$ cat config.mk
export PLATFORM = sky130hd
export DESIGN_NAME = alu_seq_ctrl
export DESIGN_NICKNAME = d
export VERILOG_FILES = /design/src/rtl/alu_seq_ctrl.sv
export SDC_FILE = /design/constraint.sdc
export NUM_CORES = 1
export LEC_CHECK = 0
export BUFFER_PORTS_ARGS = -buffer_cell sky130_fd_sc_hd__buf_4
export CORE_MARGIN = 2
export CORE_UTILIZATION = 61
export CTS_CLUSTER_SIZE = 14
export DETAILED_ROUTE_END_ITERATION = 10
export PLACE_DENSITY = 0.95
export SLEW_MARGIN = 10
export SYNTH_ARGS = -nofsm -noshare
export SYNTH_HDL_FRONTEND = slang
export SYNTH_SLANG_ARGS = --single-unit
$ cat constraint.sdc
create_clock -name clk -period 5.6 [get_ports clk]
set_input_delay 1.12 -clock clk [delete_from_list [all_inputs] [get_ports clk]]
set_output_delay 1.12 -clock clk [all_outputs]
set_load 0.03 [all_outputs]
$ cat src/rtl/alu_seq_ctrl.sv
`default_nettype none
// +--------------------------------------------------------------------------+
// | alu_seq_ctrl: iterative MUL/DIVU/REMU sequencer driving the shared ALU.  |
// | Optional macro ALU_SEQ_EARLY_TERM_EN: MUL stops once the multiplier is 0.|
// | Revision: 1.0                                                            |
// +--------------------------------------------------------------------------+
module alu_seq_ctrl #(
  parameter int XLEN  = 32,
  parameter int CNT_W = 6
) (
  input  logic             clk,
  input  logic             reset_n,
  input  logic             req_valid,
  output logic             req_ready,
  input  logic [1:0]       req_op,
  input  logic [XLEN-1:0]  req_a,
  input  logic [XLEN-1:0]  req_b,
  output logic             rsp_valid,
  input  logic             rsp_ready,
  output logic [XLEN-1:0]  rsp_data,
  output logic             busy,
  output logic [XLEN-1:0]  alu_a,
  output logic [XLEN-1:0]  alu_b,
  output logic [2:0]       alu_control,
  input  logic [XLEN-1:0]  alu_result,
  input  logic             alu_c
);

  localparam logic [1:0] c_idle   = 2'd0;
  localparam logic [1:0] c_mul_it = 2'd1;
  localparam logic [1:0] c_div_it = 2'd2;
  localparam logic [1:0] c_done   = 2'd3;

  localparam logic [1:0] c_op_mul  = 2'b00;
  localparam logic [1:0] c_op_divu = 2'b01;
  localparam logic [1:0] c_op_remu = 2'b10;

  localparam logic [2:0] c_alu_add = 3'b000;
  localparam logic [2:0] c_alu_sub = 3'b001;

  localparam logic [CNT_W-1:0] c_cnt_init = CNT_W'(XLEN);
  localparam logic [CNT_W-1:0] c_cnt_one  = CNT_W'(1);

  logic [1:0]       r_state;
  logic [CNT_W-1:0] r_cnt;
  // r_hi holds acc (MUL) or rem (DIV); r_lo holds mplier or quo; r_opnd holds mcand or dvsr.
  logic [XLEN-1:0]  r_hi;
  logic [XLEN-1:0]  r_lo;
  logic [XLEN-1:0]  r_opnd;
  logic             r_is_rem;
  logic [XLEN-1:0]  r_rsp_data;

  logic [XLEN-1:0]  w_shifted;
  logic             w_sub_ok;
  logic [XLEN-1:0]  w_rem_next;
  logic [XLEN-1:0]  w_quo_next;
  logic [XLEN-1:0]  w_acc_next;
  logic             w_last_cnt;
  logic             w_mul_last;

  assign w_shifted  = {r_hi[XLEN-2:0], r_lo[XLEN-1]};
  // A set msb means the shifted remainder is at least 2^XLEN, so it always exceeds the divisor.
  assign w_sub_ok   = r_hi[XLEN-1] | alu_c;
  assign w_rem_next = w_sub_ok ? alu_result : w_shifted;
  assign w_quo_next = {r_lo[XLEN-2:0], w_sub_ok};
  assign w_acc_next = r_lo[0] ? alu_result : r_hi;
  assign w_last_cnt = (r_cnt == c_cnt_one);

`ifdef ALU_SEQ_EARLY_TERM_EN
  assign w_mul_last = w_last_cnt | (r_lo[XLEN-1:1] == '0);
`else
  assign w_mul_last = w_last_cnt;
`endif

  assign req_ready = (r_state == c_idle);
  assign rsp_valid = (r_state == c_done);
  assign busy      = (r_state == c_mul_it) | (r_state == c_div_it);
  assign rsp_data  = r_rsp_data;

  always_comb begin
    alu_a       = '0;
    alu_b       = '0;
    alu_control = c_alu_add;
    case (r_state)
      c_mul_it: begin
        alu_a       = r_hi;
        alu_b       = r_opnd;
        alu_control = c_alu_add;
      end
      c_div_it: begin
        alu_a       = w_shifted;
        alu_b       = r_opnd;
        alu_control = c_alu_sub;
      end
      default: ;
    endcase
  end

  always_ff @(posedge clk) begin
    if (!reset_n) begin
      r_state    <= c_idle;
      r_cnt      <= '0;
      r_hi       <= '0;
      r_lo       <= '0;
      r_opnd     <= '0;
      r_is_rem   <= 1'b0;
      r_rsp_data <= '0;
    end else begin
      case (r_state)
        c_idle: begin
          if (req_valid) begin
            r_cnt    <= c_cnt_init;
            r_is_rem <= (req_op == c_op_remu);
            case (req_op)
              c_op_mul: begin
                r_hi    <= '0;
                r_lo    <= req_b;
                r_opnd  <= req_a;
                r_state <= c_mul_it;
              end
              c_op_divu, c_op_remu: begin
                if (req_b == '0) begin
                  r_rsp_data <= (req_op == c_op_divu) ? '1 : req_a;
                  r_state    <= c_done;
                end else begin
                  r_hi    <= '0;
                  r_lo    <= req_a;
                  r_opnd  <= req_b;
                  r_state <= c_div_it;
                end
              end
              default: begin
                r_rsp_data <= '0;
                r_state    <= c_done;
              end
            endcase
          end
        end
        c_mul_it: begin
          r_hi   <= w_acc_next;
          r_opnd <= r_opnd << 1;
          r_lo   <= r_lo >> 1;
          r_cnt  <= r_cnt - c_cnt_one;
          if (w_mul_last) begin
            r_rsp_data <= w_acc_next;
            r_state    <= c_done;
          end
        end
        c_div_it: begin
          r_hi  <= w_rem_next;
          r_lo  <= w_quo_next;
          r_cnt <= r_cnt - c_cnt_one;
          if (w_last_cnt) begin
            r_rsp_data <= r_is_rem ? w_rem_next : w_quo_next;
            r_state    <= c_done;
          end
        end
        c_done: begin
          if (rsp_ready) begin
            r_state <= c_idle;
          end
        end
        default: r_state <= c_idle;
      endcase
    end
  end

endmodule
`default_nettype wire

After elaboration in Yosys (flattened, before gate mapping):

Index checks and enable logic that the tools add are counted.

* add/sub/neg operators: 1
* equal/unequal tests: 15
* muxes and demuxes: 33
* bitwise gates (word level): 2
* reduce and logical (&&, ||, !) cells: 14

Operators by type and width (count)
* $mux 32: 15
* $pmux 32 s2: 6
* $pmux 32 s3: 3
* $logic_not 32->1: 1
* $pmux 6 s2: 1
* $ne 2x2->1 const B: 4
* $reduce_and 4->1: 2
* $eq 2x2->1 const B: 3
* $eq 6x1->1 const B: 1
* $mux 2: 3
* $mux 6: 1
* $ne 3x3->1 const B: 2
* $pmux 2 s3: 1
* $reduce_and 6->1: 1
* $sub 6x1->6 const B: 1
* $eq 2x1->1 const B: 2
* $logic_not 2->1: 2
* $ne 2x1->1 const B: 2
* $pmux 2 s2: 1
* $reduce_and 2->1: 2
* $reduce_bool 2->1: 2
* $reduce_or 2->1: 2
* $ne 3x1->1 const B: 1
* $reduce_and 3->1: 1
* other kinds (3): 5

* flip-flop bits (word level): 137
* input port bits: 103

Depth between registers and ports, before layout:

* word-level depth: 6
* depth in mapped cells: 10
* depth with buffers taken out: 7

Worst setup path after synthesis:

Ideal clock, no wire load.

* path kind: reg-to-output
* from: register r_state[0]
* to: output alu_a[0]
* arrival: 2.401 ns
* data required time: 4.480 ns
* setup slack: 2.079 ns
* stages on the path, launching flop included: 8
* cells stage by stage: dfxtp_1 inv_1 ha_1 clkbuf_1 clkbuf_1 clkbuf_1 clkbuf_1 nor2b_1

* cells in the longest elaborated chain, start to end: 2
* elaborated cells on any way between the ends: 3
* classes of those cells: eq/ne (2); mux (1)

RTL lines
* start: declaration: RTL line 44 `logic [1:0] r_state;`
* start signal: assignment: RTL line 101 `r_state <= c_idle;`
* start signal: assignment: RTL line 119 `r_state <= c_mul_it;`
* start signal: assignment: RTL line 124 `r_state <= c_done;`
* $eq 2x2->1 / $eq 2x1->1 (equally long branches): RTL line 84 `case (r_state)`
* $pmux 32 s2 *: RTL line 84
* end: declaration: RTL line 22 `output logic [XLEN-1:0] alu_a,`

Mark *: on every way between the ends. The rest lies on a longest branch, timed or not.

Final worst setup path:

* from: input req_b[11]
* to: register r_hi[23]

* cells in the longest elaborated chain, start to end: 3

RTL lines
* start: declaration: RTL line 17 `input logic [XLEN-1:0] req_b,`
* $logic_not 32->1: RTL line 122 `if (req_b == '0) begin`
* $ne 3x3->1 (no line)
* $reduce_and 4->1 (no line)
* end signal: assignment: RTL line 140 `r_hi <= w_acc_next;`
* end signal: assignment: RTL line 150 `r_hi <= w_rem_next;`
* end: declaration: RTL line 47 `logic [XLEN-1:0] r_hi;`

Every way passes these cells.
A chain may end at the register's enable or synchronous reset.

==> results.sh <==
export IMPL_status="complete, no violations"
export IMPL_wl_per_cell_um=19.7
export IMPL_worstMarginPinSlew_ps=1240
export IMPL_die_h_um=132
export IMPL_synth_xor_area_share_pct=0.176
export IMPL_worstSetupPathType="in2reg"
export IMPL_grt_max_degree=163
export IMPL_synth_top_family_by_area="compound AO/OA/AOI/OAI gates"
export IMPL_setup_violations=0
export IMPL_cp_arrival_ps=4220
export IMPL_die_area_um2=17400
export IMPL_crit_fanout=36
export IMPL_ctsHoldBuffers=0
export IMPL_dp_hpwl_mm=21.4
export IMPL_synthAdderAreaFrac_pct=1.38
export IMPL_antenna_cells=0
export IMPL_cts_tree="built"
export IMPL_area_growth_pct=19.7
export IMPL_grt_pass1_wl_mm=52.1
export IMPL_cts_buffer_depth=2
export IMPL_drt_total_wl_mm=33.3
export IMPL_gp_congestion=0.967
export IMPL_dp_cells=1655
export IMPL_postSynthAreaPerCell_um2=7.28
export IMPL_port_buffers=202
export IMPL_die_w_um=132
export IMPL_clkLatencyLatePin_ps=440
export IMPL_reg2reg_from="r_state[0]"
export IMPL_final_cells=1687
export IMPL_seq_area_frac_synth_pct=27.5
export IMPL_clk_pin_slew_ps=60
export IMPL_cts_root_buf="clkbuf_16"
export IMPL_grt_usage_pct=36.4
export IMPL_finalCritPeriodShare_pct=69.4
export IMPL_io_pins=205
export IMPL_initial_utilization_pct=62.6
export IMPL_ant_nets=0
export IMPL_synth_simple_area_share_pct=23.4
export IMPL_synth_cells=1371
export IMPL_grt_pass1_vias=10100
export IMPL_grt_ovfl_total=0
export IMPL_synth_ff_type="dfxtp_1"
export IMPL_drive_above_1_share_pct=20.1
export IMPL_fill_cells=1192
export IMPL_holdCritStartpoint="rsp_data[7]"
export IMPL_dr_first_iter_drc_count=1660
export IMPL_hold_viol_final=0
export IMPL_report_final_slew_viol_count=0
export IMPL_synth_edf_count=0
export IMPL_fmax_mhz=257
export IMPL_drt_pass1_iterations=7
export IMPL_yosys_warnings=0
export IMPL_core_area_um2=15900
export IMPL_endpoint_kind="register"
export IMPL_skew_ps=10.4
export IMPL_r2r_end="r_lo[22]"
export IMPL_layout_min_cycle_time_ps=3890
export IMPL_cts_htree_levels=4
export IMPL_cts_buffers_inserted=17
export IMPL_cts_sinks=137
export IMPL_place_area_um2=11400
export IMPL_worst_r2r_cell_count=7
export IMPL_critPathLaunch="req_b[11]"
export IMPL_critPathLaunchType="input pin"
export IMPL_p_per_area_nw_per_um2=499
export IMPL_synthMuxAreaShare_pct=13.7
export IMPL_antenna_found_initial=0
export IMPL_num_rows=46
export IMPL_synth_compound_gate_area_share_pct=27.0
export IMPL_irDropWorstVdd_mv=0.414
export IMPL_hold_depth=2
export IMPL_cap_viol_max_count=0
export IMPL_r2r_setup_slack_ps=2180
export IMPL_fin_nets=1572
export IMPL_power_leakage_nw=4.99
export IMPL_rsz0062_at_grt="false"
export IMPL_detail_route_vias_per_cell=6.68
export IMPL_drc=0
export IMPL_tns_ps=0
export IMPL_num_vias=11300
export IMPL_yosysUniqueCellTypes=40
export IMPL_ys_seq_elements=137
export IMPL_design_area_um2=11900
export IMPL_hold_end="rsp_data[7]"
export IMPL_hp_class="reg2reg"
export IMPL_worstPathRequired_ps=5930
export IMPL_final_cell_mix="232 x nand2_1, 219 x buf_4, 151 x o21ai_0"
export IMPL_async_flop_share_pct=0
export IMPL_final_common_cell="nand2_1"
export IMPL_postCtsSetupBuffers=0
export IMPL_maxSlewHeadroom_pct=16.9
export IMPL_power_mw=5.96
export IMPL_syn_area_um2=9980
export IMPL_ctsResizeCount=0
==> cells by family after synthesis <==
kind of cell,count (synthesis)
flip-flops,137
AO/OA/AOI/OAI,429
AND/OR/NAND/NOR,492
buffers and inverters,166
XOR/XNOR,2
multiplexers,133
other,1
adder cells (fa/ha/maj),11
==> cell type report <==
| class | count | area (um2) | area share [%] |
|---|---|---|---|
| flip-flops and latches | 137 | 2740 | 23.0 |
| clock buffers | 20 | 467 | 3.91 |
| multi-input cells | 1069 | 6630 | 55.5 |
| repair buffers | 221 | 1680 | 14.0 |
| well taps | 216 | 270 | 2.26 |
| clock inverters | 12 | 114 | 0.953 |
| inverters | 12 | 45.0 | 0.377 |
==> where the power goes <==
part | leakage [nW] | internal (mW) | switching [mW]
Combinational | 3.60 | 1.12 | 2.15
Clock | 0.276 | 0.650 | 0.468
Sequential | 1.12 | 1.27 | 0.291
==> worst max-delay path, cell delays in order <==
cell and delay [ps]:
buf_4 120, nor4_1 660, and4_1 470, a41oi_4 540, and2_2 610, buf_4 360
a41o_1 290
==> state kept, by name (all words and copies together) (netlist names) <==
| name | flops |
|---|---|
| r_opnd | 32 |
| r_state | 2 |
| rsp_data | 32 |
| r_cnt | 6 |
| r_is_rem | 1 |
| r_lo | 32 |
| r_hi | 32 |
==> how the worst max path moves through the flow <==
stage	endpoint	slack, ps	depth (start not counted)
after floorplan	alu_a[0]	2080	7
after global placement	r_hi[25]	1430	7
after detailed placement	r_hi[23]	1440	7
after CTS	alu_a[28]	1880	6
after global routing	r_hi[23]	1680	7
final	r_hi[23]	1710	7
==> layer usage <==
metal / track usage, % / part of all wire [%]
met1: 48.0 / 38
met2: 56.4 / 45
met3: 7.54 / 12
met5: 0 / 0
met4: 18.9 / 4.7
==> metrics by stage <==
step / setup WS [ps] / util [%] / hold WS, ps
finish: 1710 / 74.9 / 464
global route: 1680 / 74.9 / 493
CTS: 1880 / 74.9 / 466
detailed placement: 1440 / 71.3 / 456
global placement: 1430 / 71.3 / 448
floorplan: 2080 / - / 431
==> synthesized netlist by cell type, types with 2 or more instances <==
cell type	count	share of area (%)
and2_1	36	2.3
nor4_1	9	0.56
clkbuf_1	119	4.5
nor2b_1	67	4.2
xnor2_1	2	0.18
buf_6	3	0.34
buf_2	19	0.95
mux2_2	32	3.6
and4_1	2	0.18
buf_4	3	0.23
nand2_1	232	8.7
mux2i_1	101	10
o221ai_1	31	2.7
a211oi_1	31	2.3
nand3_1	6	0.30
buf_1	10	0.38
nor2_1	69	2.6
nand4_1	63	3.9
dfxtp_1	137	27
nor3b_1	5	0.38
a22oi_1	64	4.8
a21oi_1	97	4.9
a41o_1	32	3.2
o21ai_1	14	0.70
ha_1	11	1.4
o21ai_0	151	7.6
inv_1	12	0.45
No activity file was read; power rests on OpenSTA's default activity.
